## config.mk

```make
export PLATFORM = sky130hd
export DESIGN_NAME = frame_peak_detector
export DESIGN_NICKNAME = d
export VERILOG_FILES = /design/src/rtl/frame_peak_detector.sv
export SDC_FILE = /design/constraint.sdc
export NUM_CORES = 1
export LEC_CHECK = 0
export CORE_MARGIN = 2
export CORE_UTILIZATION = 59
export CTS_CLUSTER_SIZE = 16
export DETAILED_ROUTE_END_ITERATION = 8
export PLACE_DENSITY = 0.94
export RECOVER_POWER = 50
export SLEW_MARGIN = 20
export SYNTH_ARGS = -nofsm -noshare
export SYNTH_HDL_FRONTEND = slang
export SYNTH_SLANG_ARGS = --single-unit
```

## constraint.sdc

```tcl
create_clock -name clk -period 5.37 [get_ports clk]
set_input_delay 0.8055 -clock clk [delete_from_list [all_inputs] [get_ports clk]]
set_output_delay 0.8055 -clock clk [all_outputs]
set_load 0.005 [all_outputs]
```

## src/rtl/frame_peak_detector.sv

```systemverilog
// ---------------------------------------------------------------------------
// frame_peak_detector
//
// Splits a stream of signed samples into frames of a runtime-selectable
// number of valid samples. For each frame it reports the maximum, the
// minimum, the peak-to-peak amplitude and the 0-based in-frame index of the
// first occurrence of each extremum, as a one-cycle result pulse.
//
// Ports
//   clk          system clock, rising edge
//   rst_n        synchronous active-low reset
//   i_data       signed input sample, qualified by i_valid
//   i_valid      sample strobe (gaps allowed)
//   i_frame_len  samples per frame (0 behaves as 1), latched at frame start
//   i_clear      abort the current partial frame
//   o_max        signed frame maximum
//   o_min        signed frame minimum
//   o_pp         unsigned o_max - o_min, one bit wider than the samples
//   o_max_idx    index of the first occurrence of the maximum
//   o_min_idx    index of the first occurrence of the minimum
//   o_valid      one-cycle pulse; result outputs update in the same cycle
// ---------------------------------------------------------------------------
module frame_peak_detector #(
    parameter int DATA_WIDTH = 16,
    parameter int LEN_WIDTH  = 16
) (
    input  logic                  clk,
    input  logic                  rst_n,
    input  logic [DATA_WIDTH-1:0] i_data,
    input  logic                  i_valid,
    input  logic [LEN_WIDTH-1:0]  i_frame_len,
    input  logic                  i_clear,
    output logic [DATA_WIDTH-1:0] o_max,
    output logic [DATA_WIDTH-1:0] o_min,
    output logic [DATA_WIDTH:0]   o_pp,
    output logic [LEN_WIDTH-1:0]  o_max_idx,
    output logic [LEN_WIDTH-1:0]  o_min_idx,
    output logic                  o_valid
);

    // Frame bookkeeping
    logic [LEN_WIDTH-1:0]  cnt;
    logic [LEN_WIDTH-1:0]  len_q;

    // Running extrema of the frame in progress
    logic [DATA_WIDTH-1:0] run_max;
    logic [DATA_WIDTH-1:0] run_min;
    logic [LEN_WIDTH-1:0]  run_max_idx;
    logic [LEN_WIDTH-1:0]  run_min_idx;

    // Frame closed on the previous edge; result stage fires on this one
    logic                  done_q;

    // Combinational helpers
    logic                  first;
    logic [LEN_WIDTH-1:0]  len_in;
    logic [LEN_WIDTH-1:0]  len_eff;
    logic [LEN_WIDTH-1:0]  cnt_eff;
    logic                  last;
    logic                  gt_max;
    logic                  lt_min;
    logic [DATA_WIDTH:0]   pp_next;

    always_comb begin
        // A clear with a valid sample restarts the frame on that sample, so
        // it is handled exactly like the first sample of a fresh frame.
        first   = i_clear || (cnt == '0);
        len_in  = (i_frame_len == '0) ? LEN_WIDTH'(1) : i_frame_len;
        len_eff = first ? len_in : len_q;
        cnt_eff = first ? '0 : cnt;
        last    = (cnt_eff == len_eff - LEN_WIDTH'(1));
        gt_max  = $signed(i_data) > $signed(run_max);
        lt_min  = $signed(i_data) < $signed(run_min);
        // Sign-extend both operands by one bit; the difference of max and
        // min is never negative, so the wider result reads as unsigned.
        pp_next = {run_max[DATA_WIDTH-1], run_max} - {run_min[DATA_WIDTH-1], run_min};
    end

    always_ff @(posedge clk) begin
        if (!rst_n) begin
            cnt         <= '0;
            len_q       <= '0;
            run_max     <= '0;
            run_min     <= '0;
            run_max_idx <= '0;
            run_min_idx <= '0;
            done_q      <= 1'b0;
            o_max       <= '0;
            o_min       <= '0;
            o_pp        <= '0;
            o_max_idx   <= '0;
            o_min_idx   <= '0;
            o_valid     <= 1'b0;
        end else begin
            done_q <= 1'b0;

            if (i_valid) begin
                if (first) begin
                    len_q       <= len_in;
                    run_max     <= i_data;
                    run_min     <= i_data;
                    run_max_idx <= '0;
                    run_min_idx <= '0;
                end else begin
                    // Strict compares keep the earlier index on ties.
                    if (gt_max) begin
                        run_max     <= i_data;
                        run_max_idx <= cnt;
                    end
                    if (lt_min) begin
                        run_min     <= i_data;
                        run_min_idx <= cnt;
                    end
                end
                cnt    <= last ? '0 : cnt_eff + LEN_WIDTH'(1);
                // A clear on the would-be closing sample suppresses the result.
                done_q <= last && !i_clear;
            end else if (i_clear) begin
                cnt <= '0;
            end

            // NOTE: non-blocking assignments make the result stage read the
            // running registers as they were before this edge, so a new
            // frame's first sample arriving now cannot corrupt the result.
            o_valid <= done_q;
            if (done_q) begin
                o_max     <= run_max;
                o_min     <= run_min;
                o_pp      <= pp_next;
                o_max_idx <= run_max_idx;
                o_min_idx <= run_min_idx;
            end
        end
    end

endmodule

```

==> results of run 1 <==
## layout make-up
class	instances	area [sq um]
tap	188	235.2
fill	1053	4234
inverter	43	162.7
clock inverter	8	123.9
timing repair buffer	125	1237
sequential	179	3583
multi-input combinational	764	5087
clock buffer	21	481.7
## path summary, 6_finish.rpt
| check | startpoint | to | slack (ns) | depth (start not counted) |
|---|---|---|---|---|
| min | run_min_idx[2] | run_min_idx[2] | 0.46 | 2 |
| min reg2reg | run_min_idx[2] | run_min_idx[2] | 0.46 | 2 |
| max reg2reg | done_q | o_pp[6] | 0.77 | 3 |
| max | done_q | o_pp[6] | 0.77 | 3 |
## sequential cells by signal, indices dropped and copies added, names as in the netlist
name         count
o_min_idx       16
len_q           16
run_max         16
cnt             16
run_min         16
o_max           16
run_max_idx     16
done_q           1
run_min_idx     16
o_min           16
o_pp            17
o_max_idx       16
o_valid          1
## through the flow
stage	power [W]	setup slack [ns]
after floorplan	0.001729	1.514
after global placement	0.001844	0.7684
after detailed placement	0.001862	0.6736
after CTS	0.003140	1.081
after global routing	0.003259	0.5128
final	0.003144	0.7722
## cell usage after synthesis (5+ instances only)
| master | number |
|---|---|
| nor3_1 | 12 |
| a211oi_1 | 5 |
| nand4_1 | 18 |
| xnor2_1 | 19 |
| clkbuf_1 | 52 |
| a21o_1 | 8 |
| or3_1 | 6 |
| nand4b_1 | 7 |
| buf_2 | 5 |
| nor3b_1 | 6 |
| nand2_1 | 134 |
| mux2i_1 | 96 |
| xor2_1 | 12 |
| nor4_1 | 14 |
| o22ai_1 | 17 |
| o21ai_0 | 40 |
| nor2_1 | 120 |
| o21a_1 | 7 |
| ha_1 | 49 |
| nand3b_1 | 5 |
| buf_1 | 7 |
| and2_1 | 8 |
| nor2b_1 | 9 |
| inv_1 | 42 |
| o31ai_1 | 22 |
| nand3_1 | 35 |
| a21oi_1 | 38 |
| nand2b_1 | 5 |
| dfxtp_1 | 179 |
| and3_1 | 8 |
| a31oi_1 | 8 |
## power groups by stage
stage	logic [W]	registers, W	clock network (W)
after floorplan	0.000324	0.00141	0
final	0.000465	0.00139	0.00129
after CTS	0.000458	0.00139	0.00130
after global placement	0.000428	0.00142	0
after global routing	0.000510	0.00139	0.00136
after detailed placement	0.000445	0.00142	0
## metal layers
metal | part of all wire | routed length (um) | track usage | vias to the layer above
met4 | 0.031 | 746 | 0.1293 | 0
li1 | - | - | - | 3865
met5 | 0 | 0 | 0 | -
met1 | 0.43 | 10420 | 0.3861 | 3899
met2 | 0.46 | 11150 | 0.4816 | 380
met3 | 0.075 | 1810 | 0.06135 | 70
## placed cells by master (no fill, tap or decap), types with 4 or more instances in the layout
cell type and count:
a211oi_1 5, a21o_1 8, a21oi_1 38, a31oi_1 7, and2_1 8, and3_1 8
and4_1 4, buf_4 7, clkbuf_16 18, clkdlybuf4s50_1 56, dfxtp_1 179, dlygate4sd3_1 60
ha_1 49, inv_1 42, mux2i_1 96, nand2_1 134, nand2b_1 5, nand3_1 35
nand3b_1 5, nand4_1 18, nand4b_1 7, nor2_1 120, nor2b_1 9, nor3_1 12
nor3b_1 6, nor4_1 14, nor4b_1 4, o211ai_1 4, o21a_1 7, o21ai_0 40
o22ai_1 17, o31ai_1 22, or3_1 6, xnor2_1 19, xor2_1 12
## cells by family after synthesis
group                    count (synthesis)  synth area share
multiplexers                            98            0.1083
adder cells (fa/ha/maj)                 50           0.06972
AND/OR/NAND/NOR                        411            0.2182
flip-flops                             179            0.3946
AO/OA/AOI/OAI                          174            0.1303
buffers and inverters                  110           0.04891
XOR/XNOR                                31           0.02990
## worst register-to-register path: stages (launching register included)
cell	delay [ns]
dfxtp_1	2.31
clkbuf_1	1.72
mux2i_1	0.35
nor2_1	0.08
==> out/results.ini, run 1 <==
[status]
status = finished, violations left
failed_checks = capacitance limit, slew limit

[routing]
wl_per_cell_um = 18.17
drt_iter0_drc = 744
first_pass_iters = 6
postRouteAntennaNets = 0
viasPerCell = 6.185
vias = 8214
wl_um = 24120
drc = 0

[grt]
grt_max_degree = 79
track_usage = 0.2973
grt.overflow.total = 0
antenna_found_initial = 0
grt_pass1_vias = 7797
grt_pass1_wl_um = 38830

[clock_tree]
htreeDepth = 4
post_cts_buffers = 0
clock_path_buffers = 2
cts_buffers = 17
worstSkewPairLatency_ns = 0.44
cts_hold_buffers = 0
cts.sinks = 179
cts_resized = 0
path_clk_slew_ns = 0.06
cts_tree = yes
clockRootBuffer = clkbuf_16

[pwr]
leakagePower_nw = 4.180
p_int_w = 0.002322
peakVddDrop_uv = 281.3
swShare = 0.2616
net-switching-power_w = 0.0008224
power_frac_comb = 0.148
cellPowerDensity_nw_per_um2 = 288.1
clockPowerShare = 0.410
power_frac_seq = 0.442

[synth]
syn_area_sq_um = 9081
syn_area_per_cell_sq_um = 8.624
ys_warn_count = 0
yosysSeqAreaShare = 0.3946
yosys_register_bits = 179
syn_inst = 1053
synth.distinct_cells = 70
synth_edf_count = 0
dominantRegCellSynth = dfxtp_1
synth.area.top_cells = dfxtp_1 (39%), mux2i_1 (11%), ha_1 (6.8%), nand2_1 (5.5%), nor2_1 (5.0%)
syn-num-nets = 1139
synth_top_area_cell = dfxtp_1
synth_top_cell_area_share = 0.3946
async_flop_share = 0

[placed_design]
place_area_sq_um = 10310
dpl.cell_count = 1299
dp_hpwl_um = 16370
place_congestion = 0.9318
portBuffers = 117

[cells_and_area]
drive_above_1_share = 0.05088
syn_to_final_growth_pct = 20.16
design_area_sq_um = 10910
layout.nets = 1216
stdcell_count = 1328
postLayoutCoreUtil = 0.7204
antenna_cells = 0

[die]
die-area_sq_um = 16400
die_y_um = 128.1
rows = 45
start_util = 0.5996
design.core.area_sq_um = 15150
die_w_um = 128.1
ios = 118

[sta]
setup_viol = 0
drv_slew = 86
hold_ws_ns = 0.4597
max_freq_mhz = 217.5
clock_skew_ns = 0.01022
tightest_slew_ns = 2.929
min_period_over_period = 0.8562
fin_crit_ns = 4.598
rsz0062_at_grt = no
hold_viol_final = 0
relSlewSlack = -0.9551
fin_tns_setup_ns = 0

[setup_path]
path_cells = clkbuf_1 > mux2i_1 > nor2_1
critical_path_buf_inv_count = 1
endpoint_kind = flip-flop
setup.worst_path.start_class = flip-flop
cp_slowest_cell = dfxtp_1
critical_path.top_delay_family = flip-flops
critical_path_class = reg2reg
required_ns = 5.67
critPathArrivalTime_ns = 4.89
crit_path_max_fanout = 50
max_stage_delay_ns = 2.31

[min_path]
min_path_type = reg2reg

[job]
maxCapViolCount = 2

Note: power is estimated with default switching activity, not from simulation.
==> run 2: changes to the inputs <==
Settings changed: CTS_CLUSTER_DIAMETER set to 120.
==> results of run 2 <==
Final layout, timing and power as in run 1 (identical DEF).
==> run 3: changes to the inputs <==
Settings changed: CORE_UTILIZATION 59 to 45, HOLD_SLACK_MARGIN set to 0.1, PLACE_DENSITY 0.94 to 0.77.
==> out/results.ini, run 3 (synthesis gave the netlist of run 1 again) <==
[placed_design]
place_area_sq_um = 10420  ; was 10,310 sq um
dpl.cell_count = 1376  ; was 1,299
place_ws_ns = 0.6098  ; was 0.6736 ns
portBuffers = 117  ; unchanged
dp_hpwl_um = 16620  ; was 16,370 um
place_congestion = 0.8808  ; was 0.9318

[setup_path]
crit_path_max_fanout = 66  ; was 50
path_cells = clkbuf_1 > clkinvlp_2 > clkbuf_2 > o31ai_1  ; was clkbuf_1 > mux2i_1 > nor2_1
required_ns = 5.69  ; was 5.67 ns
critical_path_class = in2reg  ; was reg2reg
critical_path_buf_inv_count = 3  ; was 1
endpoint_kind = flip-flop  ; unchanged
max_stage_delay_ns = 1.38  ; was 2.31 ns
setup.worst_path.start_class = primary input  ; was flip-flop
critical_path.top_delay_family = buffers and inverters  ; was flip-flops
critPathArrivalTime_ns = 4.82  ; was 4.89 ns
cp_slowest_cell = clkinvlp_2  ; was dfxtp_1

[die]
design.core.area_sq_um = 19650  ; was 15,150 sq um
die-area_sq_um = 21330  ; was 16,400 sq um
die_w_um = 146.1  ; was 128.1 um
start_util = 0.4621  ; was 0.5996
die_y_um = 146.1  ; was 128.1 um
ios = 118  ; unchanged
rows = 51  ; was 45

[sta]
min_period_over_period = 0.8376  ; was 0.8562
max_freq_mhz = 222.3  ; was 217.5 MHz
fin_crit_ns = 4.498  ; was 4.598 ns
tightest_slew_ns = 1.708  ; was 2.929 ns
clock_skew_ns = 0.01677  ; was 0.01022 ns
drv_slew = 89  ; was 86
hold_viol_final = 0  ; unchanged
setup_viol = 0  ; unchanged
rsz0062_at_grt = no  ; unchanged
relSlewSlack = -0.1385  ; was -0.9551
fin_tns_setup_ns = 0  ; unchanged
setup_ws_ns = 0.8722  ; was 0.7722 ns
hold_ws_ns = 0.4578  ; was 0.4597 ns

[pwr]
swShare = 0.2763  ; was 0.2616
power_frac_seq = 0.459  ; was 0.442
net-switching-power_w = 0.0008351  ; was 0.0008224 W
cellPowerDensity_nw_per_um2 = 276.3  ; was 288.1 nW/um^2
peakVddDrop_uv = 246.8  ; was 281.3 uV
clockPowerShare = 0.391  ; was 0.410
power_frac_comb = 0.150  ; was 0.148
p_int_w = 0.002188  ; was 0.002322 W
leakagePower_nw = 4.136  ; was 4.180 nW

[routing]
first_pass_iters = 6  ; unchanged
drt_iter0_drc = 623  ; was 744
wl_um = 23480  ; was 24,120 um
vias = 7795  ; was 8,214
drc = 0  ; unchanged
viasPerCell = 5.548  ; was 6.185
wl_per_cell_um = 16.71  ; was 18.17 um
postRouteAntennaNets = 0  ; unchanged

[job]
maxCapViolCount = 1  ; was 2

[clock_tree]
cts.sinks = 179  ; unchanged
clockRootBuffer = clkbuf_16  ; unchanged
cts_resized = 0  ; unchanged
cts_tree = yes  ; unchanged
cts_buffers = 17  ; unchanged
path_clk_slew_ns = 0.06  ; about the same
htreeDepth = 4  ; unchanged
worstSkewPairLatency_ns = 0.44  ; about the same
clock_path_buffers = 2  ; unchanged
cts_hold_buffers = 0  ; unchanged
post_cts_buffers = 0  ; unchanged

[cells_and_area]
design_area_sq_um = 10940  ; was 10,910 sq um
syn_to_final_growth_pct = 20.49  ; was 20.16%
antenna_cells = 0  ; unchanged
stdcell_count = 1405  ; was 1,328
largest_reg_flops = 17  ; unchanged
largest-register = o_pp  ; unchanged
layout.nets = 1216  ; unchanged
layout_commonest_cell = dfxtp_1  ; unchanged
drive_above_1_share = 0.05175  ; was 0.05088
layout_common_cells = dfxtp_1 (178), nand2_1 (134), nor2_1 (120)  ; was dfxtp_1 (179), nand2_1 (134), nor2_1 (120)

[grt]
grt_max_degree = 89  ; was 79
grt_pass1_wl_um = 38340  ; was 38,830 um
grt_pass1_vias = 7330  ; was 7,797
antenna_found_initial = 0  ; unchanged
track_usage = 0.2203  ; was 0.2973
grt.overflow.total = 0  ; unchanged

[min_path]
min_path_type = reg2reg  ; unchanged

[status]
failed_checks = capacitance limit, slew limit  ; unchanged
status = finished, violations left  ; unchanged

run 3: per-stage QoR:
| stage | total power (W) | util |
|---|---|---|
| floorplan | 0.001729 | - |
| global placement | 0.001856 | 0.5303 |
| detailed placement | 0.001866 | 0.5303 |
| CTS | 0.003043 | 0.5580 |
| global route | 0.003146 | 0.5567 |
| finish | 0.003023 | 0.5567 |
run 3: area by class of cell:
cell class,instances,area (sq um)
Multi-Input combinational cell,764,5087
Tap cell,265,331.6
Clock inverter,11,105.1
Sequential cell,179,3587
Inverter,43,162.7
Timing Repair Buffer,125,1229
Clock buffer,18,439.2
Fill cell,1791,8712
run 3: worst min-delay path, stage by stage, from the launching register on:
cell     delay (ns)
dfxtp_1        0.31
nand2_1        0.05
o21ai_0        0.06
run 3: final timing paths:
path	startpoint	endpoint	slack [ns]	cells after the start
max	rst_n	run_min[8]	0.87	4
max reg2reg	cnt[10]	cnt[9]	1.11	12
min reg2reg	run_min_idx[15]	run_min_idx[15]	0.46	2
min	run_min_idx[15]	run_min_idx[15]	0.46	2
run 3: power groups by stage:
stage	clock [W]	sequential, W	combinational, W
3_5_place_dp	0	0.00142	0.000449
3_3_place_gp	0	0.00142	0.000440
2_1_floorplan	0	0.00141	0.000324
6_report	0.00118	0.00139	0.000454
5_1_grt	0.00125	0.00139	0.000506
4_1_cts	0.00120	0.00139	0.000453
run 3: per-layer routing:
metal,part of all wire,GRT usage,vias up
met5,0,0,-
met2,0.43,0.3290,252
met3,0.068,0.05156,32
met4,0.019,0.07330,0
li1,-,-,3866
met1,0.49,0.3138,3645
